--- src/rtl/light_pen_detect_pkg.sv ---
// -----------------------------------------------------------------------------
// light_pen_detect_pkg
// Shared definitions for the light-pen detector: FSM state encodings and the
// default timing parameters used by light_pen_detect.
// -----------------------------------------------------------------------------
package light_pen_detect_pkg;

    // Slot FSM states
    typedef enum logic [1:0] {
        LPD_IDLE   = 2'd0,
        LPD_SETTLE = 2'd1,
        LPD_SAMPLE = 2'd2,
        LPD_DONE   = 2'd3
    } lpd_state_t;

    // Cycles ignored after a scan advance (LED turn-on plus phototransistor delay)
    localparam int LPD_SETTLE_CYC  = 8;
    // Consecutive synchronised-high cycles that qualify a hit
    localparam int LPD_HIT_MIN     = 4;
    // Scan points per frame; a whole frame of misses drops pen presence
    localparam int LPD_FRAME_SLOTS = 64;
    // Width of the settle/hit counters
    localparam int LPD_CNT_W       = 8;

endpackage

--- src/rtl/light_pen_detect_onehot8_enc.sv ---
// -----------------------------------------------------------------------------
// onehot8_enc
// Converts an 8-bit one-hot vector to a 3-bit binary index.
//   vec   : 8-bit input vector (expected one-hot)
//   idx   : binary index of the set bit (meaningless when valid = 0)
//   valid : high when exactly one bit of vec is set
// -----------------------------------------------------------------------------
module onehot8_enc (
    input  logic [7:0] vec,
    output logic [2:0] idx,
    output logic       valid
);

    // Each index bit is the OR of the vector bits whose position has that bit set
    always_comb begin
        idx[0] = vec[1] | vec[3] | vec[5] | vec[7];
        idx[1] = vec[2] | vec[3] | vec[6] | vec[7];
        idx[2] = vec[4] | vec[5] | vec[6] | vec[7];
        valid  = $onehot(vec);
    end

endmodule

--- src/rtl/light_pen_detect.sv ---
// -----------------------------------------------------------------------------
// light_pen_detect
// Generates the light-pen write strobe for the LED matrix driver. The raw
// phototransistor signal is synchronised, ignored while the newly addressed LED
// and the sensor settle, then a run of HIT_MIN high samples qualifies a hit on
// the currently lit scan point. A qualified hit on a cell other than the last
// written one produces a single-cycle `we` while that point is still addressed.
//
// Ports:
//   clk         : system clock
//   rst         : synchronous active-high reset
//   pen_in      : raw asynchronous phototransistor output (high = light seen)
//   scan_tick   : one-cycle pulse when led_row/led_col move to a new point
//   led_row     : one-hot active row
//   led_col     : one-hot active column
//   we          : one-cycle write strobe
//   hit_row     : binary row of the last written hit
//   hit_col     : binary column of the last written hit
//   pen_present : high while a hit qualified within the last FRAME_SLOTS points
//   scan_err    : sticky flag, a scan point was not one-hot at slot start
// -----------------------------------------------------------------------------
module light_pen_detect
    import light_pen_detect_pkg::*;
#(
    parameter int SETTLE_CYC  = LPD_SETTLE_CYC,
    parameter int HIT_MIN     = LPD_HIT_MIN,
    parameter int FRAME_SLOTS = LPD_FRAME_SLOTS,
    parameter int CNT_W       = LPD_CNT_W
) (
    input  logic       clk,
    input  logic       rst,
    input  logic       pen_in,
    input  logic       scan_tick,
    input  logic [7:0] led_row,
    input  logic [7:0] led_col,
    output logic       we,
    output logic [2:0] hit_row,
    output logic [2:0] hit_col,
    output logic       pen_present,
    output logic       scan_err
);

    localparam int               MISS_W      = $clog2(FRAME_SLOTS);
    localparam logic [MISS_W-1:0] MISS_LAST  = MISS_W'(FRAME_SLOTS - 1);
    localparam logic [CNT_W-1:0] SETTLE_LAST = CNT_W'(SETTLE_CYC - 1);
    localparam logic [CNT_W-1:0] HIT_LAST    = CNT_W'(HIT_MIN - 1);

    logic              pen_meta_r;
    logic              pen_sync_r;
    lpd_state_t        state_r;
    logic [CNT_W-1:0]  settle_cnt_r;
    logic [CNT_W-1:0]  hit_cnt_r;
    logic [MISS_W-1:0] miss_cnt_r;
    logic [2:0]        slot_row_r;
    logic [2:0]        slot_col_r;
    logic              slot_hit_r;
    logic              dedup_valid_r;
    logic [2:0]        dedup_row_r;
    logic [2:0]        dedup_col_r;
    logic              we_r;
    logic [2:0]        hit_row_r;
    logic [2:0]        hit_col_r;
    logic              pen_present_r;
    logic              scan_err_r;

    logic [2:0]        row_idx_s;
    logic [2:0]        col_idx_s;
    logic              row_valid_s;
    logic              col_valid_s;
    logic              same_cell_s;

    onehot8_enc u_row_enc (
        .vec   (led_row),
        .idx   (row_idx_s),
        .valid (row_valid_s)
    );

    onehot8_enc u_col_enc (
        .vec   (led_col),
        .idx   (col_idx_s),
        .valid (col_valid_s)
    );

    assign same_cell_s = dedup_valid_r && (dedup_row_r == slot_row_r) && (dedup_col_r == slot_col_r);

    // Two-flop synchroniser for the asynchronous phototransistor signal
    always_ff @(posedge clk) begin
        if (rst) begin
            pen_meta_r <= 1'b0;
            pen_sync_r <= 1'b0;
        end else begin
            pen_meta_r <= pen_in;
            pen_sync_r <= pen_meta_r;
        end
    end

    // Slot FSM, miss tracking, dedup memory and registered outputs
    always_ff @(posedge clk) begin
        if (rst) begin
            state_r       <= LPD_IDLE;
            settle_cnt_r  <= {CNT_W{1'b0}};
            hit_cnt_r     <= {CNT_W{1'b0}};
            miss_cnt_r    <= {MISS_W{1'b0}};
            slot_row_r    <= 3'd0;
            slot_col_r    <= 3'd0;
            slot_hit_r    <= 1'b0;
            dedup_valid_r <= 1'b0;
            dedup_row_r   <= 3'd0;
            dedup_col_r   <= 3'd0;
            we_r          <= 1'b0;
            hit_row_r     <= 3'd0;
            hit_col_r     <= 3'd0;
            pen_present_r <= 1'b0;
            scan_err_r    <= 1'b0;
        end else begin
            we_r <= 1'b0;
            if (scan_tick) begin
                // A tick always wins: the outgoing slot is abandoned, so a pending
                // write can never land on the newly addressed cell.
                if ((state_r != LPD_IDLE) && !slot_hit_r) begin
                    // Saturating miss count; the FRAME_SLOTS-th miss drops presence
                    if (miss_cnt_r == MISS_LAST) begin
                        pen_present_r <= 1'b0;
                        dedup_valid_r <= 1'b0;
                    end else begin
                        miss_cnt_r <= miss_cnt_r + MISS_W'(1);
                    end
                end
                slot_row_r   <= row_idx_s;
                slot_col_r   <= col_idx_s;
                settle_cnt_r <= {CNT_W{1'b0}};
                hit_cnt_r    <= {CNT_W{1'b0}};
                slot_hit_r   <= 1'b0;
                if (row_valid_s && col_valid_s) begin
                    state_r <= LPD_SETTLE;
                end else begin
                    scan_err_r <= 1'b1;
                    state_r    <= LPD_DONE;
                end
            end else begin
                case (state_r)
                    LPD_SETTLE: begin
                        if (settle_cnt_r == SETTLE_LAST) begin
                            state_r <= LPD_SAMPLE;
                        end else begin
                            settle_cnt_r <= settle_cnt_r + CNT_W'(1);
                        end
                    end
                    LPD_SAMPLE: begin
                        if (pen_sync_r) begin
                            if (hit_cnt_r == HIT_LAST) begin
                                // Run complete. A repeat of the last written cell still
                                // proves the pen is present, so it also resets the miss
                                // count; otherwise a held-still pen would be re-written
                                // every frame.
                                slot_hit_r <= 1'b1;
                                miss_cnt_r <= {MISS_W{1'b0}};
                                state_r    <= LPD_DONE;
                                if (!same_cell_s) begin
                                    we_r          <= 1'b1;
                                    hit_row_r     <= slot_row_r;
                                    hit_col_r     <= slot_col_r;
                                    dedup_row_r   <= slot_row_r;
                                    dedup_col_r   <= slot_col_r;
                                    dedup_valid_r <= 1'b1;
                                    pen_present_r <= 1'b1;
                                end
                            end else begin
                                hit_cnt_r <= hit_cnt_r + CNT_W'(1);
                            end
                        end else begin
                            hit_cnt_r <= {CNT_W{1'b0}};
                        end
                    end
                    LPD_IDLE, LPD_DONE: begin
                        state_r <= state_r;
                    end
                    default: begin
                        state_r <= LPD_IDLE;
                    end
                endcase
            end
        end
    end

    assign we          = we_r;
    assign hit_row     = hit_row_r;
    assign hit_col     = hit_col_r;
    assign pen_present = pen_present_r;
    assign scan_err    = scan_err_r;

endmodule

--- config.mk ---
export PLATFORM = sky130hd
export DESIGN_NAME = light_pen_detect
export DESIGN_NICKNAME = d
export VERILOG_FILES = /design/src/rtl/light_pen_detect_pkg.sv /design/src/rtl/light_pen_detect_onehot8_enc.sv /design/src/rtl/light_pen_detect.sv
export SDC_FILE = /design/constraint.sdc
export NUM_CORES = 1
export LEC_CHECK = 0
export BUFFER_PORTS_ARGS = -buffer_cell sky130_fd_sc_hd__buf_2
export CAP_MARGIN = 20
export CORE_UTILIZATION = 62
export CTS_CLUSTER_DIAMETER = 200
export DETAILED_ROUTE_END_ITERATION = 16
export HOLD_SLACK_MARGIN = 0.12
export PLACE_DENSITY = 0.95
export SETUP_SLACK_MARGIN = 0.3
export SLEW_MARGIN = 15
export SYNTH_ARGS = -nofsm -noshare
export SYNTH_HDL_FRONTEND = slang
export SYNTH_SLANG_ARGS = --single-unit
--- constraint.sdc ---
create_clock -name clk -period 7.2 [get_ports clk]
set_clock_uncertainty 0.05 [all_clocks]
set_input_delay 0 -clock clk [delete_from_list [all_inputs] [get_ports clk]]
set_output_delay 0 -clock clk [all_outputs]
set_load 0.1 [all_outputs]
== After elaboration in Yosys (flattened, before gate mapping) ==
Cells that the tools add are included.

* Logic and storage cells: 118
* Bits of input ports: 20
* Bits in registers: 42
* Output and inout port bits: 9

* Equality and inequality tests: 19
* Reductions and logical operators: 21
* Bitwise logic cells: 25
* $add $sub $neg: 17
* Muxes and demuxes: 22

{| class="wikitable"
|+ Operators with widths
! kind !! number
|-
| 6-bit two-way mux || 6
|-
| 4-bit adder || 6
|-
| 1-bit OR || 18
|-
| 1-bit by 1-bit adder with 2-bit output || 8
|-
| 8-bit by 1-bit adder with 8-bit output, second input constant || 2
|-
| 8-bit two-way mux || 2
|-
| 2-bit two-way mux || 5
|-
| 5-bit AND reduction || 2
|-
| 3-bit inequality test, second input constant || 3
|-
| 4-bit by 1-bit == test with 1-bit output, second input constant || 2
|-
| 8-bit by 2-bit == test with 1-bit output, second input constant || 1
|-
| 8-bit by 3-bit == test with 1-bit output, second input constant || 1
|-
| 1-bit two-way mux || 8
|-
| 2-bit inequality test, second input constant || 4
|-
| 2-bit nonzero test || 4
|-
| 1-bit inverter || 7
|-
| 6-bit by 1-bit adder with 6-bit output, second input constant || 1
|-
| 3-bit == test || 2
|-
| 6-bit == test, second input constant || 1
|-
| 2-bit AND reduction || 3
|-
| 6-bit AND reduction || 1
|-
| 5-bit OR reduction || 1
|-
| 2-bit == test, second input constant || 2
|-
| 1-bit logical AND || 4
|-
| other kinds (8) || 10
|}

== Logic depth before layout (Yosys ltp) ==
Gate-level depths: netlist of run 1.

* Word-level depth: 8
* Mapped depth: 12

== Cells and area by module ==
From an unflattened synthesis of run 1, not the netlist that was laid out.

* Cell total of the unflattened synthesis: 256
* Area, all modules: 2,346.0 um^2

{| class="wikitable"
|+ By module, submodules not included
! module !! sequential area each (um^2) !! cells an instance !! instances !! area an instance (um^2)
|-
| light_pen_detect || 840.8 || 200 || 1 || 1,905.6
|-
| onehot8_enc || 0.0 || 28 || 2 || 220.2
|}

== Least setup slack after synthesis of run 1 ==
OpenSTA, ideal clock, no wires.

* Path kind: input to register
* From: in led_row[6]
* To: reg scan_err_r (netlist: scan_err)
* Buffers on the path: 0
* Required time: 7.022 ns
* Slack: 4.622 ns
* Arrival: 2.399 ns
* Cell stages on the path: 11
* Cell sequence: ha_1 -> fa_1 -> inv_1 -> fa_1 -> inv_1 -> ha_1 -> fa_1 -> nor4b_1 -> nand2_1 -> nand3b_1 -> o21ai_0

* Word-level cells in the longest chain between the ends: 7

{| class="wikitable"
|+ RTL lines
! what !! RTL line !! source
|-
| from (decl) || light_pen_detect.sv:34 || <nowiki>input logic [7:0] led_row,</nowiki>
|-
| 1-bit by 1-bit adder with 2-bit output (implied by the code) || light_pen_detect_onehot8_enc.sv:19 || <nowiki>valid = $onehot(vec);</nowiki>
|-
| 4-bit adder (implied by the code) (2 in a row) || light_pen_detect_onehot8_enc.sv:19 ||
|-
| 4-bit by 1-bit == test with 1-bit output || light_pen_detect_onehot8_enc.sv:19 ||
|-
| 1-bit logical AND || light_pen_detect.sv:134 || <nowiki>if (row_valid_s && col_valid_s) begin</nowiki>
|-
| 1-bit inverter (no source line) || - ||
|-
| 2-bit AND reduction (no source line) || - ||
|-
| to (signal assigned) || light_pen_detect.sv:114 || <nowiki>scan_err_r <= 1'b0;</nowiki>
|-
| to (signal assigned) || light_pen_detect.sv:137 || <nowiki>scan_err_r <= 1'b1;</nowiki>
|-
| to (decl) || light_pen_detect.sv:64 || <nowiki>logic scan_err_r;</nowiki>
|}

Every way passes these cells.
A chain may end at the register's enable or synchronous reset.

== Worst setup path after layout of run 1 ==
* From: in led_col[1]
* To: reg scan_err_r (netlist: scan_err)

* Word-level cells in the longest chain between the ends: 7

{| class="wikitable"
|+ RTL lines
! what !! RTL line !! source
|-
| from (decl) || light_pen_detect.sv:35 || <nowiki>input logic [7:0] led_col,</nowiki>
|-
| 1-bit by 1-bit adder with 2-bit output (implied by the code) || light_pen_detect_onehot8_enc.sv:19 ||
|-
| 4-bit adder (implied by the code) (2 in a row) || light_pen_detect_onehot8_enc.sv:19 ||
|-
| 4-bit by 1-bit == test with 1-bit output || light_pen_detect_onehot8_enc.sv:19 ||
|-
| 1-bit logical AND || light_pen_detect.sv:134 ||
|-
| 1-bit inverter (no source line) || - ||
|-
| 2-bit AND reduction (no source line) || - ||
|}

Every way passes these cells.

==> flow_metrics.py, run 1 <==
metrics = {
    "floorplan": {
        "die_x_microns": 64.0,
        "num_rows": 22,
        "io-pin-count": 29,
        "initial_core_util_pct": 64.7,
        "core-area_sq_um": 3690,
        "dieArea_sq_um": 4100,
        "die_y_microns": 64.0,
    },
    "placed_design": {
        "post-dp-hpwl_microns": 3520,
        "post-place-cells": 328,
        "io_buffer_count": 28,
        "gp_congestion": 0.833,
    },
    "setup_path": {
        "path_max_fanout": 2,
        "crit_type": "primary input to register",
        "path_cells": "dlygate4sd3_1 -> buf_2 -> ha_1 -> fa_1 -> inv_1 -> fa_1 -> inv_1 -> ha_1 -> fa_1 -> nor4b_1 -> nand2_1 -> nand3b_1 -> o21ai_0",
        "crit_required_ns": 7.30,
        "reg2reg_to": "miss_cnt_r[3]",
        "crit_arrival_ns": 3.46,
        "path_buf_inv": 4,
        "r2r-start": "state_r[0]",
        "critPathTopFamily": "adder cells",
        "critical-path-max-stage-delay_ns": 0.55,
        "timing.critical_path.mode_cell": "fa_1",
        "rr_worst_depth": 6,
        "slowest_stage": "fa_1",
        "start_kind": "primary input",
        "cp-end-kind": "register",
        "ff2ff_setup_slack_ns": 5.07,
    },
    "yosys": {
        "synthFlopType": "dfxtp_1",
        "synth-seq-cells": 42,
        "synth_area_leaders": "dfxtp_1 (35%), ha_1 (12%), fa_1 (6.7%)",
        "yosys.area_share.simple_pct": 19.3,
        "syn_area_sq_um": 2390,
        "synth_cell_type_count": 47,
        "synth_top_family_by_area": "simple AND/OR/NAND/NOR gates",
        "synth-async-reset-ratio_pct": 0,
        "syn_nets": 308,
        "synth_edf_count": 0,
        "synth_compound_area_share_pct": 12.0,
        "synthMuxAreaShare_pct": 3.36,
        "syn_area_per_cell_sq_um": 9.25,
        "synth_top_cell_by_area": "dfxtp_1",
        "yosysTopAreaCellShare_pct": 35.2,
        "yosysWarningCount": 0,
        "synth_fa_ha_area_share_pct": 18.2,
        "synth-xor-area-share_pct": 5.87,
        "syn_inst": 258,
        "ys_seq_area_share_pct": 35.2,
    },
    "sta": {
        "setup_viol": 0,
        "tightest_slew_ns": 0.689,
        "fmax_ghz": 0.298,
        "slew_violations": 0,
        "hold_viol": 0,
        "holdWs_ns": 0.156,
        "finalSetupTns_ns": 0,
        "rsz0062_at_grt": "no",
        "slew_headroom_pct": 53.9,
        "fin_crit_ns": 3.36,
        "fin_crit_sh_pct": 46.6,
    },
    "cells_and_area": {
        "nets": 357,
        "syn2layout_area_growth_pct": 20.2,
        "fin_cells": 356,
        "drive_gt1_share_pct": 14.0,
        "fin_util_pct": 77.7,
        "layout_common_cells": "dfxtp_1 (42), inv_1 (31), nor2_1 (31)",
        "n_antenna_cell": 0,
        "final_common_cell": "dfxtp_1",
    },
    "worst_hold_path": {
        "min_from": "scan_tick",
        "min_to": "slot_col_r[0]",
        "min_path_type": "primary input to register",
        "hold_path_depth": 3,
    },
    "status": {
        "outcome": "completed",
    },
    "pwr": {
        "p_per_area_nw_per_um2": 185,
        "peakVddDrop_mv": 0.108,
        "power.leakage_uw": 0.00132,
    },
    "global_routing": {
        "grt_pass1_vias": 2052,
        "grt_pass1_wl_microns": 9190,
        "grt_usage_pct": 29.0,
        "grt_max_degree": 25,
        "overflow": 0,
        "antenna_found_initial": 0,
    },
    "clock_tree": {
        "clkTransAtPathRegs_ns": 0.08,
        "post_cts_buffers": 0,
        "cts_tree": "done",
        "cts.path.max_buffers": 2,
        "cts_sinks": 42,
        "htreeDepth": 2,
        "root_buffer": "clkbuf_8",
        "clk_latency_ns": 0.29,
        "numCtsBuffers": 5,
    },
    "detailed_routing": {
        "totalWireLength_microns": 5330,
        "drt-initial-drc-count": 96,
        "first_pass_iters": 4,
        "drc": 0,
        "viasPerCell": 5.60,
        "vias": 1995,
        "wl_per_cell_microns": 15.0,
        "antenna_left": 0,
    },
    "job": {
        "max_cap_violations": 0,
    },
}
[how the worst max path moves through the flow]
| stage | from | endpoint | slack (ns) | cells after the start |
|---|---|---|---|---|
| detailed placement | led_row[6] | state_r[1] | 4.25 | 12 |
| floorplan | led_row[6] | scan_err | 4.62 | 11 |
| finish | led_col[1] | scan_err | 3.84 | 13 |
| global placement | led_row[6] | scan_err | 4.28 | 12 |
| CTS | led_row[6] | state_r[1] | 4.01 | 13 |
| global route | led_row[6] | scan_err | 3.74 | 13 |
[layer usage]
metal | track usage (%) | vias up | wire [microns]
met5 | 0 | - | 0
met4 | 8.52 | 0 | 92
met3 | 5.36 | 9 | 132
met2 | 54.8 | 40 | 2830
met1 | 32.5 | 955 | 2270
li1 | - | 991 | -
[report_power, final]
| part | internal (uW) | total, uW | switching (uW) |
|---|---|---|---|
| combinational | 45.1 | 105 | 59.7 |
| clock | 104 | 182 | 78.2 |
| sequential | 239 | 245 | 6.12 |
| total | 388 | 532 | 144 |
[repair_timing]
| action | CTS | global route |
|---|---|---|
| resized for setup | 0 | 0 |
| endpoints found under the hold margin | 18 | 0 |
| hold buffers | 20 | 0 |
[cells by family (layout without fill, tap and decap cells)]
group	after synthesis	after routing
compound gates	41	41
xor+xnor	16	16
fa+ha+maj	30	30
buf+inv	37	87
flops	42	42
mux	8	8
simple gates	84	84
[registers in the layout (all words and copies together), names as in the netlist]
name and count:
hit_cnt_r 8, miss_cnt_r 6, state_r 2, slot_col_r 3, pen_meta_r 1, settle_cnt_r 8
scan_err 1, hit_col 3, we 1, slot_hit_r 1, hit_row 3, pen_sync_r 1
pen_present 1, slot_row_r 3
[stage by stage]
step / area, sq um / total power (uW) / setup WS (ns)
floorplan: 2390 / 314 / 4.62
global route: 2870 / 557 / 3.74
detailed placement: 2560 / 342 / 4.25
global placement: 2560 / 334 / 4.28
finish: 2870 / 532 / 3.84
CTS: 2870 / 528 / 4.01
[cells in the mapped netlist (all sizes together) (2+ instances only)]
cell type	count
buf	3
nand3	8
nor2b	3
nor4	4
dfxtp	42
inv	31
nor3	2
o2111ai	2
clkbuf	3
fa	8
or2	3
xor2	15
o31ai	3
or4	3
a21boi	2
a211oi	2
or3	3
mux2i	8
nor2	31
nand3b	2
nand2	8
nor4b	2
a21oi	9
a31oi	3
a311oi	6
ha	22
nand2b	3
nand4	5
o21ai	9
[worst min-delay path: cells and delay by family]
kind,cells,cell delay [ns]
AND/OR/NAND/NOR,1,0.15
buffers and inverters,1,0.22
AO/OA/AOI/OAI,1,0.07
[layout make-up]
| cell class | count | area (sq um) |
|---|---|---|
| inverter | 31 | 116 |
| sequential | 42 | 841 |
| tap | 48 | 60.1 |
| fill | 232 | 821 |
| multi-input combinational | 179 | 1400 |
| timing repair buffer | 48 | 340 |
| clock inverter | 1 | 30.0 |
| clock buffer | 7 | 76.3 |
Note: power is estimated with default switching activity, not from simulation.
==> run 2: changes to the inputs <==
Settings changed: ABC_AREA from default to 1, CORE_UTILIZATION 62 to 53, PLACE_DENSITY 0.95 to 0.88.
Clock period 7.2 ns to 2.7 ns, I/O delays scaled along.
==> flow_metrics.py, run 2 <==
metrics = {
    "global_routing": {
        "met2_usage_pct": 44.5,
        "grt_pass1_vias": 2271,
        "overflow": 0,
        "grt_usage_pct": 22.5,
        "antenna_found_initial": 0,
        "use_met3_pct": 3.23,
        "grt_pass1_wl_microns": 9200,
        "grtUsageMet1_pct": 23.7,
        "grt_max_degree": 23,
        "top_usage_layer": "met2",
    },
    "clock_tree": {
        "root_buffer": "clkbuf_8",
        "cts.path.max_buffers": 2,
        "clkTransAtPathRegs_ns": 0.08,
        "cts_tree": "done",
        "cts_sinks": 42,
        "numCtsBuffers": 5,
        "clk_latency_ns": 0.29,
        "htreeDepth": 2,
    },
    "setup_path": {
        "start_kind": "primary input",
        "critical-path-max-stage-delay_ns": 0.55,
        "cp-end-kind": "register",
        "path_cells": "buf_6 -> inv_2 -> ha_4 -> inv_2 -> fa_2 -> fa_1 -> inv_1 -> ha_2 -> fa_1 -> nor4b_2 -> nand2_1 -> nand3_2 -> nand2_1",
        "crit_arrival_ns": 2.52,
        "critPathTopFamily": "adder cells",
        "path_buf_inv": 4,
        "slowest_stage": "fa_1",
        "crit_required_ns": 2.84,
        "path_max_fanout": 3,
        "crit_type": "primary input to register",
        "ff2ff_setup_slack_ns": 0.92,
    },
    "sta": {
        "setup_viol": 0,
        "fmax_ghz": 0.421,
        "tightest_slew_ns": 0.490,
        "rsz0062_at_grt": "yes",
        "hold_viol": 0,
        "slew_violations": 0,
        "slew_headroom_pct": 67.5,
        "finalSetupTns_ns": 0,
        "fin_crit_sh_pct": 88.0,
        "fin_crit_ns": 2.38,
    },
    "detailed_routing": {
        "drt-initial-drc-count": 80,
        "vias": 2384,
        "viasPerCell": 5.15,
        "totalWireLength_microns": 5810,
        "antenna_left": 0,
        "first_pass_iters": 6,
        "wl_per_cell_microns": 12.5,
        "drc": 0,
    },
    "yosys": {
        "yosysMostFrequentCell": "nand2_1",
        "yosysTopAreaCellShare_pct": 32.7,
        "syn_area_per_cell_sq_um": 7.11,
        "synth-seq-cells": 42,
        "ys_seq_area_share_pct": 32.7,
        "synth_cell_type_count": 33,
        "synth_top_cells_by_count": "nand2_1 (81), inv_1 (67), nor2_1 (46)",
        "synthFlopType": "dfxtp_1",
        "syn_inst": 361,
        "syn_nets": 411,
        "synth_edf_count": 0,
        "syn_area_sq_um": 2570,
        "yosysWarningCount": 0,
        "synth-async-reset-ratio_pct": 0,
        "synth_area_leaders": "dfxtp_1 (33%), nand2_1 (12%), ha_1 (11%)",
        "synth_top_cell_by_area": "dfxtp_1",
    },
    "pwr": {
        "power.leakage_uw": 0.00147,
        "peakVddDrop_mv": 0.208,
        "p_per_area_nw_per_um2": 448,
    },
    "placed_design": {
        "post-place-cells": 436,
        "gp_congestion": 0.895,
        "io_buffer_count": 28,
        "post-dp-hpwl_microns": 3890,
    },
    "cells_and_area": {
        "drive_gt1_share_pct": 19.0,
        "fin_cells": 463,
        "final_common_cell": "nand2_1",
        "syn2layout_area_growth_pct": 25.1,
        "nets": 460,
        "layout_common_cells": "nand2_1 (81), inv_1 (53), nor2_1 (46)",
        "largestRegisters": "hit_cnt_r (8), settle_cnt_r (8), miss_cnt_r (6)",
        "n_antenna_cell": 0,
    },
    "floorplan": {
        "num_rows": 24,
        "core-area_sq_um": 4500,
        "io-pin-count": 29,
        "die_x_microns": 71.6,
        "initial_core_util_pct": 57.0,
        "dieArea_sq_um": 5130,
        "die_y_microns": 71.6,
    },
    "status": {
        "outcome": "completed",
    },
    "job": {
        "max_cap_violations": 0,
    },
    "worst_hold_path": {
        "min_path_type": "register to register",
    },
}
## run 2: cell types whose count changed in the layout (fill, tap and decap cells not counted), sizes merged, moves of 6 or more
cell    previous run  this run
nand2              8        82
inv               31        69
nor2              31        47
xor2              15         2
a21oi              9        20
o21ai              9        19
mux2i              8         0
a311oi             6         0
nand3              8        14
## run 2: final cells by class
type	count	area [sq um]
multi-input combinational	244	1570
fill	348	1290
sequential	42	841
timing repair buffer	48	380
inverter	69	269
clock buffer	7	86.3
tap	52	65.1
clock inverter	1	5.00
## run 2: what timing repair did
action / CTS / global route
hold buffers: 17 / 0
gates resized for setup: 0 / 33
buffers inserted: 0 / 2
hold endpoints to repair: 16 / 0
endpoints found under the setup margin: 0 / 2
## run 2: cell families after synthesis
group	count (synthesis)	synth area share, %
xor gates and xnor gates	4	1.36
adders and majority gates	30	17.0
and+or+nand+nor	161	26.9
AOI/OAI and AO/OA	49	10.4
DFF	42	32.7
buffers and inverters	75	11.7
## run 2: worst min-delay path, delay by kind of cell (launching register included)
| family | cells | cell delay (ns) |
|---|---|---|
| buffers and inverters | 1 | 0.04 |
| and+or+nand+nor | 1 | 0.03 |
| DFF | 1 | 0.30 |
## run 2: per-stage QoR
step	power (uW)	area (sq um)	setup slack, ns	hold slack [ns]	utilization [%]
after detailed placement	967	2810	0.00186	0.159	62.4
final	1440	3210	0.323	0.361	71.3
after CTS	1400	3070	0.308	0.357	68.3
after global placement	952	2810	0.0423	0.152	62.4
after global routing	1520	3210	0.200	0.376	71.3
after floorplan	889	2640	0.256	0.0570	-
## run 2: power by group
group / switching (uW) / internal (uW) / leakage (uW) / total [uW]
logic: 209 / 149 / 0.00108 / 357
clock network: 219 / 207 / 0.0000482 / 426
registers: 16.2 / 639 / 0.000342 / 655
## run 2: worst paths after layout
kind | cells past startpoint | startpoint | to
setup reg to reg | 8 | state_r[0] | hit_col[0]
setup / recovery | 13 | led_row[3] | scan_err
hold reg to reg | 2 | pen_meta_r | pen_sync_r
hold / removal | 2 | pen_meta_r | pen_sync_r
## run 2: routing by layer
layer	routed length [microns]	vias to the layer above
met5	0	-
met4	98	0
met3	199	11
met2	3150	47
met1	2360	1105
li1	-	1221
==> run 3: changes to the inputs <==
Settings changed: ABC_AREA 1 to default, CAP_MARGIN 20 to default, CORE_UTILIZATION 53 to 52, PLACE_DENSITY 0.88 to 0.87.
==> flow_metrics.py, run 3 (synthesis results as in run 1) <==
metrics = {
    "status": {
        "outcome": "completed",
    },
    "global_routing": {
        "grt_max_degree": 25,
        "antenna_found_initial": 0,
        "grt_pass1_vias": 2040,
        "grt_pass1_wl_microns": 8730,
        "met2_usage_pct": 40.7,
        "grtUsageMet1_pct": 24.7,
        "top_usage_layer": "met2",
        "grt_usage_pct": 22.6,
        "overflow": 0,
        "use_met3_pct": 4.65,
    },
    "setup_path": {
        "slowest_stage": "fa_1",
        "rr_worst_depth": 6,
        "cp-end-kind": "register",
        "critPathTopFamily": "adder cells",
        "crit_required_ns": 2.83,
        "critical-path-max-stage-delay_ns": 0.53,
        "path_buf_inv": 3,
        "ff2ff_setup_slack_ns": 0.40,
        "path_cells": "buf_8 -> ha_4 -> fa_1 -> inv_1 -> fa_1 -> inv_1 -> ha_2 -> fa_1 -> nor4b_2 -> nand2_1 -> nand3b_1 -> o21ai_1",
        "start_kind": "primary input",
        "timing.critical_path.mode_cell": "fa_1",
        "crit_type": "primary input to register",
        "crit_arrival_ns": 2.58,
        "cp-startpoint": "led_row[3]",
        "reg2reg_to": "miss_cnt_r[3]",
        "path_max_fanout": 3,
        "r2r-start": "state_r[0]",
    },
    "cells_and_area": {
        "layout_common_cells": "dfxtp_1 (42), nor2_1 (31), buf_2 (22)",
        "nets": 355,
        "fin_util_pct": 69.0,
        "final_common_cell": "dfxtp_1",
        "drive_gt1_share_pct": 23.5,
        "fin_cells": 358,
        "largestRegisters": "hit_cnt_r (8), settle_cnt_r (8), miss_cnt_r (6)",
        "multi_input_area_sq_um": 1530,
        "syn2layout_area_growth_pct": 26.8,
        "n_antenna_cell": 0,
        "fill_cells": 299,
        "final-seq-area_sq_um": 841,
    },
    "detailed_routing": {
        "viasPerCell": 5.73,
        "drt-initial-drc-count": 85,
        "vias": 2053,
        "wl_per_cell_microns": 15.8,
        "drc": 0,
        "first_pass_iters": 4,
        "antenna_left": 0,
        "totalWireLength_microns": 5660,
    },
    "sta": {
        "finalSetupTns_ns": 0,
        "fmax_ghz": 0.408,
        "slew_headroom_pct": 51.8,
        "setup_viol": 0,
        "slew_violations": 0,
        "tightest_slew_ns": 0.720,
        "holdWs_ns": 0.418,
        "fin_crit_sh_pct": 90.8,
        "fin_crit_ns": 2.45,
        "hold_viol": 0,
        "rsz0062_at_grt": "yes",
    },
    "clock_tree": {
        "root_buffer": "clkbuf_8",
        "post_cts_buffers": 0,
        "numCtsBuffers": 5,
        "htreeDepth": 2,
        "cts.path.max_buffers": 2,
        "clk_latency_ns": 0.30,
        "cts_tree": "done",
        "cts_sinks": 42,
        "clkTransAtPathRegs_ns": 0.09,
    },
    "floorplan": {
        "die_y_microns": 69.7,
        "io-pin-count": 29,
        "die_x_microns": 69.7,
        "num_rows": 24,
        "dieArea_sq_um": 4860,
        "core-area_sq_um": 4380,
        "initial_core_util_pct": 54.4,
    },
    "worst_hold_path": {
        "min_to": "pen_sync_r",
        "hold_path_depth": 1,
        "min_path_type": "register to register",
        "min_from": "pen_meta_r",
    },
    "placed_design": {
        "io_buffer_count": 28,
        "post-dp-hpwl_microns": 3500,
        "gp_congestion": 0.820,
        "post-place-cells": 332,
    },
    "pwr": {
        "peakVddDrop_mv": 0.305,
        "power.leakage_uw": 0.00130,
        "p_total_uw": 1480,
        "p_per_area_nw_per_um2": 488,
    },
    "job": {
        "max_cap_violations": 0,
    },
}
## run 3: cell types whose count changed in the layout (fill, tap and decap cells not counted), sizes merged, moves of 5 or more
cell	delta
mux2i	+8
o21ai	-10
nand2	-74
xor2	+13
a311oi	+6
a21oi	-11
inv	-38
nand3	-6
nor3	-5
nor2	-16
## run 3: layer usage
layer / routed length, microns / vias up / part of all wire, %
li1: - / 986 / -
met1: 2310 / 981 / 41
met2: 2920 / 67 / 52
met3: 257 / 19 / 4.5
met4: 171 / 0 / 3.0
met5: 0 / - / 0
## run 3: worst max-delay path by stage
stage / cells after the start / to / slack, ns
after floorplan: 11 / scan_err / 0.23
after global placement: 13 / scan_err / -0.0003
after detailed placement: 13 / scan_err / -0.12
after CTS: 12 / scan_err / 0.31
after global routing: 12 / scan_err / 0.1
final: 12 / scan_err / 0.25
## run 3: layout make-up
| type | instances | area share (%) |
|---|---|---|
| Clock buffer | 6 | 2.40 |
| Clock inverter | 2 | 1.24 |
| Inverter | 31 | 4.26 |
| Multi-Input combinational cell | 179 | 50.6 |
| Sequential cell | 42 | 27.8 |
| Tap cell | 52 | 2.15 |
| Timing Repair Buffer | 46 | 11.6 |
## run 3: stage by stage
step | instance area (sq um) | setup WS, ns
floorplan | 2490 | 0.226
global placement | 2670 | -0.000289
detailed placement | 2670 | -0.117
CTS | 2970 | 0.309
global route | 3030 | 0.0986
finish | 3030 | 0.249
## run 3: power by group
part | internal (uW) | switching [uW] | total (uW)
registers | 636 | 18.0 | 654
clock network | 276 | 228 | 504
logic | 144 | 176 | 320
## run 3: timing repair
action | 4_1_cts | 5_1_grt
endpoints found under the setup margin | 2 | 2
resized for setup | 4 | 9
pin swaps | 3 | 2
hold endpoints to repair | 19 | 0
hold buffers | 18 | 0
